`src/rtl/demux_5digit_pkg.sv`:
```
// demux_5digit_pkg: shared constants, FSM state type and anode decode for the 5-digit display bus
package demux_5digit_pkg;
  localparam int NUM_DIGITS = 5;
  localparam int DIGIT_W = 4;
  localparam logic [NUM_DIGITS-1:0] AN_CU = 5'b00001;
  localparam logic [NUM_DIGITS-1:0] AN_CD = 5'b00010;
  localparam logic [NUM_DIGITS-1:0] AN_SU = 5'b00100;
  localparam logic [NUM_DIGITS-1:0] AN_SD = 5'b01000;
  localparam logic [NUM_DIGITS-1:0] AN_MIN = 5'b10000;
  typedef enum logic {HUNT, COLLECT} state_t;
  function automatic logic [3:0] onehot_to_idx(input logic [NUM_DIGITS-1:0] an);
    case (an)
      AN_CU: return {1'b1, 3'd0};
      AN_CD: return {1'b1, 3'd1};
      AN_SU: return {1'b1, 3'd2};
      AN_SD: return {1'b1, 3'd3};
      AN_MIN: return {1'b1, 3'd4};
      default: return 4'b0000;
    endcase
  endfunction
endpackage

```
`src/rtl/demux_5digit_stable.sv`:
```
// bus_stable_filter: registers a bus and strobes once per value held STABLE_CYCLES cycles
//   clk, rst : clock, synchronous active-high reset
//   d_i      : raw bus input
//   q_o      : registered bus
//   cap_o    : one-cycle capture strobe, q_o is the captured value
module bus_stable_filter #(
  parameter int STABLE_CYCLES = 16,
  parameter int W = 9
) (
  input  logic         clk,
  input  logic         rst,
  input  logic [W-1:0] d_i,
  output logic [W-1:0] q_o,
  output logic         cap_o
);
  localparam int CW = $clog2(STABLE_CYCLES);
  localparam logic [CW-1:0] CNT_LAST = CW'(STABLE_CYCLES - 1);
  logic [W-1:0] in_q;
  logic [CW-1:0] cnt_q, cnt_d;
  logic cap_q, cap_d, chg;
  // chg flags that in_q takes a new value on this edge; the counter restarts with it
  always_comb begin
    chg = d_i != in_q;
    cap_o = !cap_q && cnt_q == CNT_LAST;
    cnt_d = chg ? '0 : (cnt_q == CNT_LAST ? cnt_q : cnt_q + 1'b1);
    cap_d = chg ? 1'b0 : (cap_q | cap_o);
  end
  always_ff @(posedge clk) begin
    if (rst) begin
      in_q <= '0;
      cnt_q <= '0;
      cap_q <= 1'b0;
    end else begin
      in_q <= d_i;
      cnt_q <= cnt_d;
      cap_q <= cap_d;
    end
  end
  assign q_o = in_q;
endmodule

```
`src/rtl/demux_5digit.sv`:
```
// demux_5digit: rebuilds five parallel BCD digits from the scanned display bus
//   clk, rst            : 25 MHz clock, synchronous active-high reset
//   bcd_mux_in          : BCD of scanned digit
//   anodos_in           : one-hot anode strobe (bit0 = t units .. bit4 = minutes)
//   d4_out..d0_out      : last published frame
//   frame_valid         : pulse after a complete in-order frame is published
//   link_ok             : frame seen and no watchdog timeout since
//   err_onehot, err_seq : pulses for bad anode value / out-of-order digit
import demux_5digit_pkg::*;
module demux_5digit #(
  parameter int STABLE_CYCLES = 16,
  parameter int TIMEOUT_COUNT = 150_000
) (
  input  logic                  clk,
  input  logic                  rst,
  input  logic [DIGIT_W-1:0]    bcd_mux_in,
  input  logic [NUM_DIGITS-1:0] anodos_in,
  output logic [DIGIT_W-1:0]    d4_out,
  output logic [DIGIT_W-1:0]    d3_out,
  output logic [DIGIT_W-1:0]    d2_out,
  output logic [DIGIT_W-1:0]    d1_out,
  output logic [DIGIT_W-1:0]    d0_out,
  output logic                  frame_valid,
  output logic                  link_ok,
  output logic                  err_onehot,
  output logic                  err_seq
);
  localparam int WW = $clog2(TIMEOUT_COUNT);
  localparam logic [WW-1:0] WD_MAX = WW'(TIMEOUT_COUNT - 1);
  localparam logic [2:0] LAST_IDX = 3'(NUM_DIGITS - 1);
  logic [DIGIT_W+NUM_DIGITS-1:0] in_q;
  logic cap;
  logic [DIGIT_W-1:0] bcd;
  logic [3:0] oh;
  logic [2:0] idx;
  state_t state_q;
  logic [2:0] exp_q;
  logic [WW-1:0] wd_q;
  logic [DIGIT_W-1:0] shadow_q [NUM_DIGITS];
  logic [DIGIT_W-1:0] dout_q [NUM_DIGITS];
  logic fv_q, link_q, eoh_q, eseq_q;
  bus_stable_filter #(.STABLE_CYCLES(STABLE_CYCLES), .W(DIGIT_W + NUM_DIGITS)) u_filt (
    .clk(clk),
    .rst(rst),
    .d_i({bcd_mux_in, anodos_in}),
    .q_o(in_q),
    .cap_o(cap)
  );
  assign bcd = in_q[DIGIT_W+NUM_DIGITS-1:NUM_DIGITS];
  assign oh = onehot_to_idx(in_q[NUM_DIGITS-1:0]);
  assign idx = oh[2:0];
  // capture is checked before the watchdog so a capture on the timeout cycle wins
  always_ff @(posedge clk) begin
    if (rst) begin
      state_q <= HUNT;
      exp_q <= '0;
      wd_q <= '0;
      shadow_q <= '{default: '0};
      dout_q <= '{default: '0};
      fv_q <= 1'b0;
      link_q <= 1'b0;
      eoh_q <= 1'b0;
      eseq_q <= 1'b0;
    end else begin
      fv_q <= 1'b0;
      eoh_q <= 1'b0;
      eseq_q <= 1'b0;
      if (cap) begin
        wd_q <= '0;
        if (!oh[3]) begin
          eoh_q <= 1'b1;
          state_q <= HUNT;
          exp_q <= '0;
        end else if (state_q == HUNT) begin
          if (idx == 3'd0) begin
            shadow_q[0] <= bcd;
            exp_q <= 3'd1;
            state_q <= COLLECT;
          end
        end else if (idx == exp_q) begin
          shadow_q[idx] <= bcd;
          if (idx == LAST_IDX) begin
            for (int i = 0; i < NUM_DIGITS - 1; i++) dout_q[i] <= shadow_q[i];
            dout_q[NUM_DIGITS-1] <= bcd;
            fv_q <= 1'b1;
            link_q <= 1'b1;
            exp_q <= '0;
          end else begin
            exp_q <= idx + 3'd1;
          end
        end else begin
          eseq_q <= 1'b1;
          if (idx == 3'd0) begin
            shadow_q[0] <= bcd;
            exp_q <= 3'd1;
          end else begin
            state_q <= HUNT;
            exp_q <= '0;
          end
        end
      end else if (wd_q == WD_MAX) begin
        link_q <= 1'b0;
        state_q <= HUNT;
        exp_q <= '0;
      end else begin
        wd_q <= wd_q + 1'b1;
      end
    end
  end
  assign {d4_out, d3_out, d2_out, d1_out, d0_out} = {dout_q[4], dout_q[3], dout_q[2], dout_q[1], dout_q[0]};
  assign frame_valid = fv_q;
  assign link_ok = link_q;
  assign err_onehot = eoh_q;
  assign err_seq = eseq_q;
endmodule

```
`config.mk`:
```
export PLATFORM = sky130hd
export DESIGN_NAME = demux_5digit
export DESIGN_NICKNAME = d
export VERILOG_FILES = /design/src/rtl/demux_5digit_pkg.sv /design/src/rtl/demux_5digit_stable.sv /design/src/rtl/demux_5digit.sv
export SDC_FILE = /design/constraint.sdc
export NUM_CORES = 1
export LEC_CHECK = 0
export BUFFER_PORTS_ARGS = -buffer_cell sky130_fd_sc_hd__clkbuf_2
export CORE_MARGIN = 2
export CORE_UTILIZATION = 45
export DETAILED_ROUTE_END_ITERATION = 8
export MAX_ROUTING_LAYER = met4
export SLEW_MARGIN = 15
export SYNTH_ARGS = -nofsm -noshare
export SYNTH_HDL_FRONTEND = slang
export SYNTH_SLANG_ARGS = --single-unit
```
`constraint.sdc`:
```
create_clock -name clk -period 5.1 [get_ports clk]
set_input_delay 1.02 -clock clk [delete_from_list [all_inputs] [get_ports clk]]
set_output_delay 1.02 -clock clk [all_outputs]
set_load 0.01 [all_outputs]
```
# ---- After elaboration in Yosys (flattened, before gate mapping)
# Cells that the tools add are included.
dict set report word_totals {
  reg_bits 80
  word_cells 90
  in_bits 11
  output_inout_bits 24
}
dict set report op_classes {
  bitwise 6
  eq_ne 15
  mux 29
  addsub 3
  order_cmp 2
  reduce_logical 15
}
# cell count
set op_table {}
lappend op_table {{2-to-1 mux 3 bit} 7}
lappend op_table {{bitwise mux 20 bit} 1}
lappend op_table {{case mux 4 bit (5 select lines)} 1}
lappend op_table {{adder 18 x 1 -> 18 bit (second input constant)} 1}
lappend op_table {{== test 18 bit (second input constant)} 1}
lappend op_table {{2-to-1 mux 4 bit} 4}
lappend op_table {{2-to-1 mux 1 bit} 15}
lappend op_table {{demux 4 bit (select 3 bit)} 1}
lappend op_table {{AND reduction 5 bit} 2}
lappend op_table {{inequality test 9 bit} 1}
lappend op_table {{inequality test 2 x 1 -> 1 bit (second input constant)} 4}
lappend op_table {{OR reduction 2 bit} 3}
lappend op_table {{== test 5 x 1 -> 1 bit (second input constant)} 1}
lappend op_table {{== test 5 x 2 -> 1 bit (second input constant)} 1}
lappend op_table {{== test 5 x 3 -> 1 bit (second input constant)} 1}
lappend op_table {{== test 5 x 4 -> 1 bit (second input constant)} 1}
lappend op_table {{== test 5 bit (second input constant)} 1}
lappend op_table {{OR reduction 5 bit} 1}
lappend op_table {{adder 4 x 1 -> 4 bit (second input constant)} 1}
lappend op_table {{== test 4 bit (second input constant)} 1}
lappend op_table {{greater-or-equal comparator 4 bit (second input constant)} 1}
lappend op_table {{< comparator 4 x 1 -> 1 bit (second input constant)} 1}
lappend op_table {{inequality test 4 x 2 -> 1 bit (second input constant)} 1}
lappend op_table {{NOT 1 bit} 4}
lappend op_table {{12 further kinds} 14}

# ---- Longest topological paths before layout
# Gate-level depths: netlist of run 1.
dict set report depth {
  ltp_word 10
  depth_mapped 10
  ltp_nobuf 9
}

# ---- By module
# Synthesis of run 1 repeated with hierarchy kept, for this count alone.
dict set report unflattened {
  hier_cells 351
  hier_area_um2 3434.5
}
# module n_inst cells_per_inst seq_area_each_um2 area_per_inst_um2
set modules_own_cells {}
lappend modules_own_cells {demux_5digit 1 300 1241.2 2842.7}
lappend modules_own_cells {bus_stable_filter 1 51 280.3 591.8}

# ---- Worst setup path after synthesis of run 1
# No wires, ideal clock.
dict set report synth_timing {
  kind {reg2reg}
  startpoint {reg u_filt.cnt_q[0]}
  endpoint {reg dout_q, in the netlist d0_out[0]}
  setup_ps 128
  period_less_slack_ps 2235
  path_slack_ps 2865
  arrival_ps 2107
  required_ps 4972
  stages_incl_launch_ff 10
  n_path_buf 2
  path_cell_list {dfxtp_1 ha_1 nand3_2 nand2b_1 a31o_1 buf_6 nor4_4 buf_6 mux2i_1 nor2_1}
}
dict set report synth_via {
  elab_chain_len 3
}
# element line_no
set synth_rtl {}
lappend synth_rtl {{start: declaration} demux_5digit_stable.sv:19} ;# logic [CW-1:0] cnt_q, cnt_d;
lappend synth_rtl {{start signal: assignment} demux_5digit_stable.sv:35} ;# cnt_q <= cnt_d;
lappend synth_rtl {{== test 4 bit} demux_5digit_stable.sv:24} ;# cap_o = !cap_q && cnt_q == CNT_LAST;
lappend synth_rtl {{logical AND 1 bit} demux_5digit_stable.sv:24}
lappend synth_rtl {{AND reduction 5 bit (no line)} n/a}
lappend synth_rtl {{end signal: assignment} demux_5digit.sv:59} ;# dout_q <= '{default: '0};
lappend synth_rtl {{end signal: indexed assignment} demux_5digit.sv:84} ;# dout_q[NUM_DIGITS-1] <= bcd;
lappend synth_rtl {{end: declaration} demux_5digit.sv:40} ;# logic [DIGIT_W-1:0] dout_q [NUM_DIGITS];
# No other way between the ends.
# A chain may end at the register's enable or synchronous reset.

# ---- Worst setup path after layout of run 1
dict set report layout_timing {
  startpoint {reg u_filt.cnt_q[0]}
  endpoint {reg dout_q, in the netlist d2_out[3]}
}
# The elaborated chain is that of the path after synthesis.

==> impl_metrics.csv, run 1 <==
group,metric,value,unit
timing,tns,0,ns
floorplan,start_util,46.7,%
yosys,synthTopCellsByArea,"dfxtp_1 (45%), mux2i_1 (11%), nor2_1 (7.4%), xnor2_1 (4.1%), xor2_1 (2.6%)",
timing,hold_viol_final,0,
worst_setup_path,start_kind,"flip-flop",
worst_setup_path,cp.arrival,2.74,ns
timing,finalSetupViolations,0,
drt,vias,2431,
grt,grt_pass1_wl,10800,um
power_and_ir_drop,peakVddDrop,0.143,mV
grt,grt_max_degree,61,
yosys,synth_top_area_share,44.7,%
cells_and_area,fin_cells,481,
clock_network,clockRootBuffer,"clkbuf_8",
drt,drt-vias-per-instance,5.05,
placement,hpwl,4280,um
timing,slew_viol_final,0,
grt,antenna_found_initial,0,
clock_network,postCtsSetupRepairBufs,0,
cells_and_area,layout_common_cells,"dfxtp_1 (76), nor2_1 (67), mux2i_1 (38)",
placement,placed_cell_area,0.00361,mm^2
timing,fmax,394,MHz
timing,fin_skew,0.00434,ns
cells_and_area,final_common_cell,"dfxtp_1",
timing,fin_hold_ws,0.480,ns
cells_and_area,post-route-cell-area,0.00379,mm^2
clock_network,cts.path.max_buffers,2,
drt,drt_iter0_drc,68,
yosys,synth_ff_type,"dfxtp_1",
floorplan,die_x,91.0,um
grt,overflow,0,
power_and_ir_drop,power.density,290,mW/mm^2
yosys,ys_ff_latch,76,
floorplan,ios,35,
yosys,syn_area,0.00341,mm^2
cells_and_area,nFillCells,730,
clock_network,cts_tree,"done",
yosys,ys_warn_count,0,
yosys,synth.distinct_cells,49,
floorplan,die_height,91.0,um
drt,drtPass1Iterations,4,
grt,grt_usage,16.5,%
placement,dpl.cell_count,466,
drt,ant_nets,0,
run,drv_cap,0,
worst_setup_path,slowest_delay,0.39,ns
clock_network,cts_buffers,9,
run_status,status,"finished, final reports clean",
placement,gp_congestion,0.813,
worst_setup_path,crit_path_max_fanout,22,
placement,dpl_worst_slack,2.54,ns
cells_and_area,n_antenna_cell,0,
floorplan,fp.coreArea,0.00729,mm^2
worst_setup_path,worstPathRequired,5.30,ns
grt,first_global_vias,2307,
yosys,synth_edf_count,0,
worst_setup_path,crit_chain,"ha_1 -> nand3_2 -> nand2b_1 -> a31o_1 -> nor4_4 -> buf_4 -> mux2i_1 -> nor2_1",
clock_network,clock_latency,0.34,ns
clock_network,cts_sinks,76,
timing,period_share,49.8,%
yosys,seq_area_frac_synth,44.7,%
timing,max_slew.worst_pin.slew,0.696,ns
drt,wl,6270,um
worst_setup_path,critPathKind,"flip-flop to flip-flop",
yosys,yosysTopAreaCell,"dfxtp_1",
floorplan,fp-row-count,31,
clock_network,cts_max_level,3,
drt,wl_per_cell,13.0,um
yosys,syn_avg_cell_area,9.82,um^2
timing,slew_headroom,53.6,%
timing,fin_crit,2.54,ns
worst_setup_path,slowest_stage,"dfxtp_1",
clock_network,ctsResizeCount,0,
clock_network,clk_pin_slew,0.07,ns
yosys,async_reset_ff_share,0,%
worst_setup_path,cp-end-kind,"flip-flop",
cells_and_area,synthToLayoutAreaGrowth,11.4,%
power_and_ir_drop,p_leak,1.40,nW
worst_hold_path,hold_path_class,"flip-flop to flip-flop",
floorplan,dieArea,0.00828,mm^2
yosys,synth_nets,362,
clock_network,ctsHoldBuffers,0,
timing,setup_slack,2.56,ns
timing,rsz0062_at_grt,"no",
drt,drc,0,
yosys,synthCells,347,
cells_and_area,fin_nets,393,
cells_and_area,drive_gt1_share,17.8,%
placement,io_buffers,34,
==> cell type report <==
cell class / instances / area, um^2 / share of cell area (%)
Tap cell: 99 / 124 / 3.26
Timing Repair Buffer: 36 / 185 / 4.88
Sequential cell: 76 / 1520 / 40.1
Inverter: 4 / 15.0 / 0.396
Clock buffer: 10 / 128 / 3.36
Clock inverter: 5 / 53.8 / 1.42
Multi-Input combinational cell: 251 / 1770 / 46.6
==> final timing paths <==
kind | from | end | slack, ns | cells after the start
setup / recovery | u_filt.cnt_q[0]$_SDFFE_PP0P_ | d2_out[3]$_SDFFE_PP0P_ | 2.56 | 8
hold / removal | shadow_q[17]$_SDFFE_PP0P_ | shadow_q[17]$_SDFFE_PP0P_ | 0.48 | 2
setup reg to reg | u_filt.cnt_q[0]$_SDFFE_PP0P_ | d2_out[3]$_SDFFE_PP0P_ | 2.56 | 8
hold reg to reg | shadow_q[17]$_SDFFE_PP0P_ | shadow_q[17]$_SDFFE_PP0P_ | 0.48 | 2
==> through the flow <==
step                utilization [%]  power, mW
global route                   52.0       1.15
floorplan                         -      0.672
global placement               49.6      0.685
detailed placement             49.6      0.686
finish                         52.0       1.10
CTS                            52.0       1.12
==> Yosys cell counts (3+ instances only) <==
master,instances
dfxtp_1,76
nor2_1,67
mux2i_1,38
xnor2_1,16
nand2_1,12
nand3_1,12
nand2b_1,10
nor2b_1,10
xor2_1,10
a21oi_1,8
clkbuf_1,8
nor3_1,8
and3_1,6
buf_6,5
nand4_1,5
ha_1,4
inv_1,4
nor4_4,4
o21ai_0,4
nand3b_1,3
nor2_2,3
nor4b_1,3
==> state kept, by name (all words and copies together) (netlist names), 3 cells and up <==
name	count
d3_out	4
d4_out	4
wd_q	18
d0_out	4
exp_q	3
u_filt.q_o	9
d1_out	4
d2_out	4
u_filt.cnt_q	4
shadow_q	16
==> per-layer routing <==
layer / vias to the layer above / part of all wire [%] / GRT usage, %
met3: 8 / 2.3 / 2.99
met2: 37 / 46 / 25.4
met5: - / 0 / -
li1: 1251 / - / -
met4: 0 / 1.4 / 7.20
met1: 1135 / 50 / 21.2
==> cells by family after synthesis <==
family / Yosys count / synth area share (%)
AO/OA/AOI/OAI: 24 / 5.14
adder cells (fa/ha/maj): 4 / 1.47
flip-flops: 76 / 44.7
multiplexers: 40 / 12.2
XOR/XNOR: 26 / 6.68
buffers and inverters: 20 / 3.45
AND/OR/NAND/NOR: 157 / 26.4
==> report_power, final <==
group,switching [mW],total (mW),internal [mW]
clock network,0.209,0.431,0.222
logic,0.0345,0.0605,0.0260
registers,0.0123,0.611,0.599
total,0.256,1.10,0.847
==> worst max-delay path: cells and delay by family (launching register included) <==
kind	cells	cell delay, ns
AOI/OAI and AO/OA	1	0.39
adders and majority gates	1	0.24
buffers and inverters	1	0.37
DFF	1	0.39
muxes	1	0.23
and+or+nand+nor	4	0.77
(Power assumes the default switching activity.)
==> inputs of run 2 (changes only) <==
--- a/config.mk
+++ b/config.mk
@@ -10,6 +10,7 @@
 export CORE_UTILIZATION = 45
 export DETAILED_ROUTE_END_ITERATION = 8
 export MAX_ROUTING_LAYER = met4
+export PLACE_DENSITY = 0.66
 export SLEW_MARGIN = 15
 export SYNTH_ARGS = -nofsm -noshare
 export SYNTH_HDL_FRONTEND = slang
==> constraint.sdc (replaced) <==
create_clock -name clk -period 2.1 [get_ports clk]
set_input_delay 0.42 -clock clk [delete_from_list [all_inputs] [get_ports clk]]
set_output_delay 0.42 -clock clk [all_outputs]
set_load 0.01 [all_outputs]
==> run 2 against run 1 <==
The run now ends with negative setup slack left. Sequential share of layout area fell by 3.9 points. Worst hold slack got worse by 0.18 ns. Wire length grew 14%. Power increased to 2.6 times the previous value. Clock skew increased by 0.0037 ns. Non-clock buffer count rose by 31. Clock power rose to 2.7 times the previous value. Critical path depth is 1 higher. Largest power group unchanged. Highest routed layer unchanged.
==> impl_metrics.csv, run 2 (same netlist as run 1, synthesis figures left out) <==
group,metric,value,unit
cells_and_area,largest_reg_flops,18,
drt,drc,0,
drt,drt_iter0_drc,106,
floorplan,start_util,46.7,%
power_and_ir_drop,peakVddDrop,0.392,mV
drt,wl_per_cell,14.0,um
floorplan,dieArea,0.00828,mm^2
drt,drtPass1Iterations,4,
grt,antenna_found_initial,0,
power_and_ir_drop,comb_power_share,6.9,%
timing,slew_viol_final,0,
timing,hold_viol_final,0,
floorplan,die_x,91.0,um
timing,fin_skew,0.00801,ns
cells_and_area,fin_nets,424,
run,drv_cap,0,
drt,drt-vias-per-instance,5.03,
cells_and_area,synthToLayoutAreaGrowth,24.4,%
drt,ant_nets,0,
worst_setup_path,crit_path_max_fanout,8,
cells_and_area,final_common_cell,"dfxtp_1",
clock_network,cts_max_level,3,
floorplan,fp.coreArea,0.00729,mm^2
cells_and_area,layout_common_cells,"dfxtp_1 (71), nor2_1 (67), mux2i_1 (37)",
power_and_ir_drop,p_seq_share,51.9,%
timing,fmax,475,MHz
run_status,violations,"negative setup slack",
placement,gp_congestion,0.846,
drt,wl,7170,um
power_and_ir_drop,p_int,2.14,mW
cells_and_area,nFillCells,690,
grt,grt_pass1_wl,11700,um
worst_setup_path,cp.arrival,2.35,ns
run_status,status,"finished with violations",
placement,hpwl,4700,um
worst_setup_path,critPathKind,"flip-flop to flip-flop",
worst_hold_path,hold_path_class,"input port to flip-flop",
worst_setup_path,worstPathRequired,2.35,ns
clock_network,clockRootBuffer,"clkbuf_8",
worst_setup_path,cp-end-kind,"flip-flop",
timing,slew_headroom,70.1,%
drt,vias,2579,
power_and_ir_drop,sw_frac_of_total,24.9,%
clock_network,cts_buffers,9,
grt,overflow,0,
clock_network,cts_sinks,76,
timing,setup_slack,-0.00572,ns
cells_and_area,n_antenna_cell,0,
timing,fin_hold_ws,0.301,ns
timing,rsz0062_at_grt,"yes",
clock_network,cts.path.max_buffers,2,
timing,max_slew.worst_pin.slew,0.446,ns
grt,grt_max_degree,60,
power_and_ir_drop,power.density,673,mW/mm^2
timing,finalSetupViolations,1,
power_and_ir_drop,clockPowerShare,41.2,%
floorplan,ios,35,
timing,period_share,100,%
power_and_ir_drop,p_leak,1.59,nW
floorplan,die_height,91.0,um
cells_and_area,drive_gt1_share,27.3,%
power_and_ir_drop,switching_power,0.712,mW
placement,dpl_worst_slack,-0.0630,ns
clock_network,clk_pin_slew,0.08,ns
placement,io_buffers,34,
timing,fin_crit,2.11,ns
grt,grt_usage,18.1,%
worst_setup_path,start_kind,"flip-flop",
cells_and_area,top_register,"wd_q",
clock_network,cts_tree,"done",
clock_network,clock_latency,0.36,ns
floorplan,fp-row-count,31,
grt,first_global_vias,2478,
-- run 2: power groups by stage --
stage	sequential (mW)	clock, mW	combinational (mW)
floorplan	1.50	0	0.137
CTS	1.48	1.21	0.198
global placement	1.51	0	0.193
finish	1.48	1.17	0.197
global route	1.49	1.26	0.216
detailed placement	1.51	0	0.194
-- run 2: layout make-up --
cell class	count	area [um^2]	area share, %
Sequential cell	76	1540	36.2
Tap cell	99	124	2.92
Timing Repair Buffer	67	518	12.2
Multi-Input combinational cell	251	1840	43.3
Clock inverter	6	71.3	1.68
Inverter	4	15.0	0.354
Clock buffer	10	138	3.25
-- run 2: metal layers --
metal / GRT usage (%) / vias to the layer above / share of wire [%]
met4: 5.56 / 0 / 1.1
met1: 23.1 / 1215 / 48
met3: 5.31 / 8 / 3.6
met2: 28.0 / 43 / 47
met5: - / - / 0
li1: - / 1313 / -
-- run 2: timing repair --
action                     in CTS  in global routing
pin swaps                       0                 23
hold endpoints to repair        0                  0
hold buffers                    0                  0
resized for setup               6                 14
setup buffers                   0                  4
setup endpoints to repair      36                 39
cloned                          0                  3
-- run 2: path summary, 6_finish.rpt --
check | depth (start not counted) | slack, ns | end | start
setup reg to reg | 9 | -0.006 | d1_out[1]$_SDFFE_PP0P_ | u_filt.q_o[3]$_SDFF_PP0_
hold / removal | 2 | 0.30 | u_filt.q_o[5]$_SDFF_PP0_ | bcd_mux_in[0]
setup / recovery | 9 | -0.006 | d1_out[1]$_SDFFE_PP0P_ | u_filt.q_o[3]$_SDFF_PP0_
hold reg to reg | 2 | 0.47 | u_filt.cap_q$_SDFF_PP0_ | u_filt.cap_q$_SDFF_PP0_
-- run 2: worst max-delay path, stage by stage (launching register included) --
cell     delay [ns]
dfxtp_4        0.40
xnor2_4        0.14
buf_6          0.12
o31ai_4        0.26
nand3_4        0.15
nor4_4         0.31
buf_4          0.19
buf_12         0.14
mux2i_4        0.21
nor2_1         0.05
-- run 2: metrics by stage --
stage          utilization (%)  std cells  total power [mW]  instance area (um^2)  setup TNS [ns]
3_5_place_dp              53.3        491              1.71                  3880          -0.621
6_report                  58.1        513              2.85                  4240        -0.00572
2_1_floorplan                -        347              1.64                  3430               0
5_1_grt                   58.1        513              2.96                  4240           -2.21
3_3_place_gp              53.3        491              1.71                  3880        -0.00401
4_1_cts                   56.4        507              2.89                  4110               0
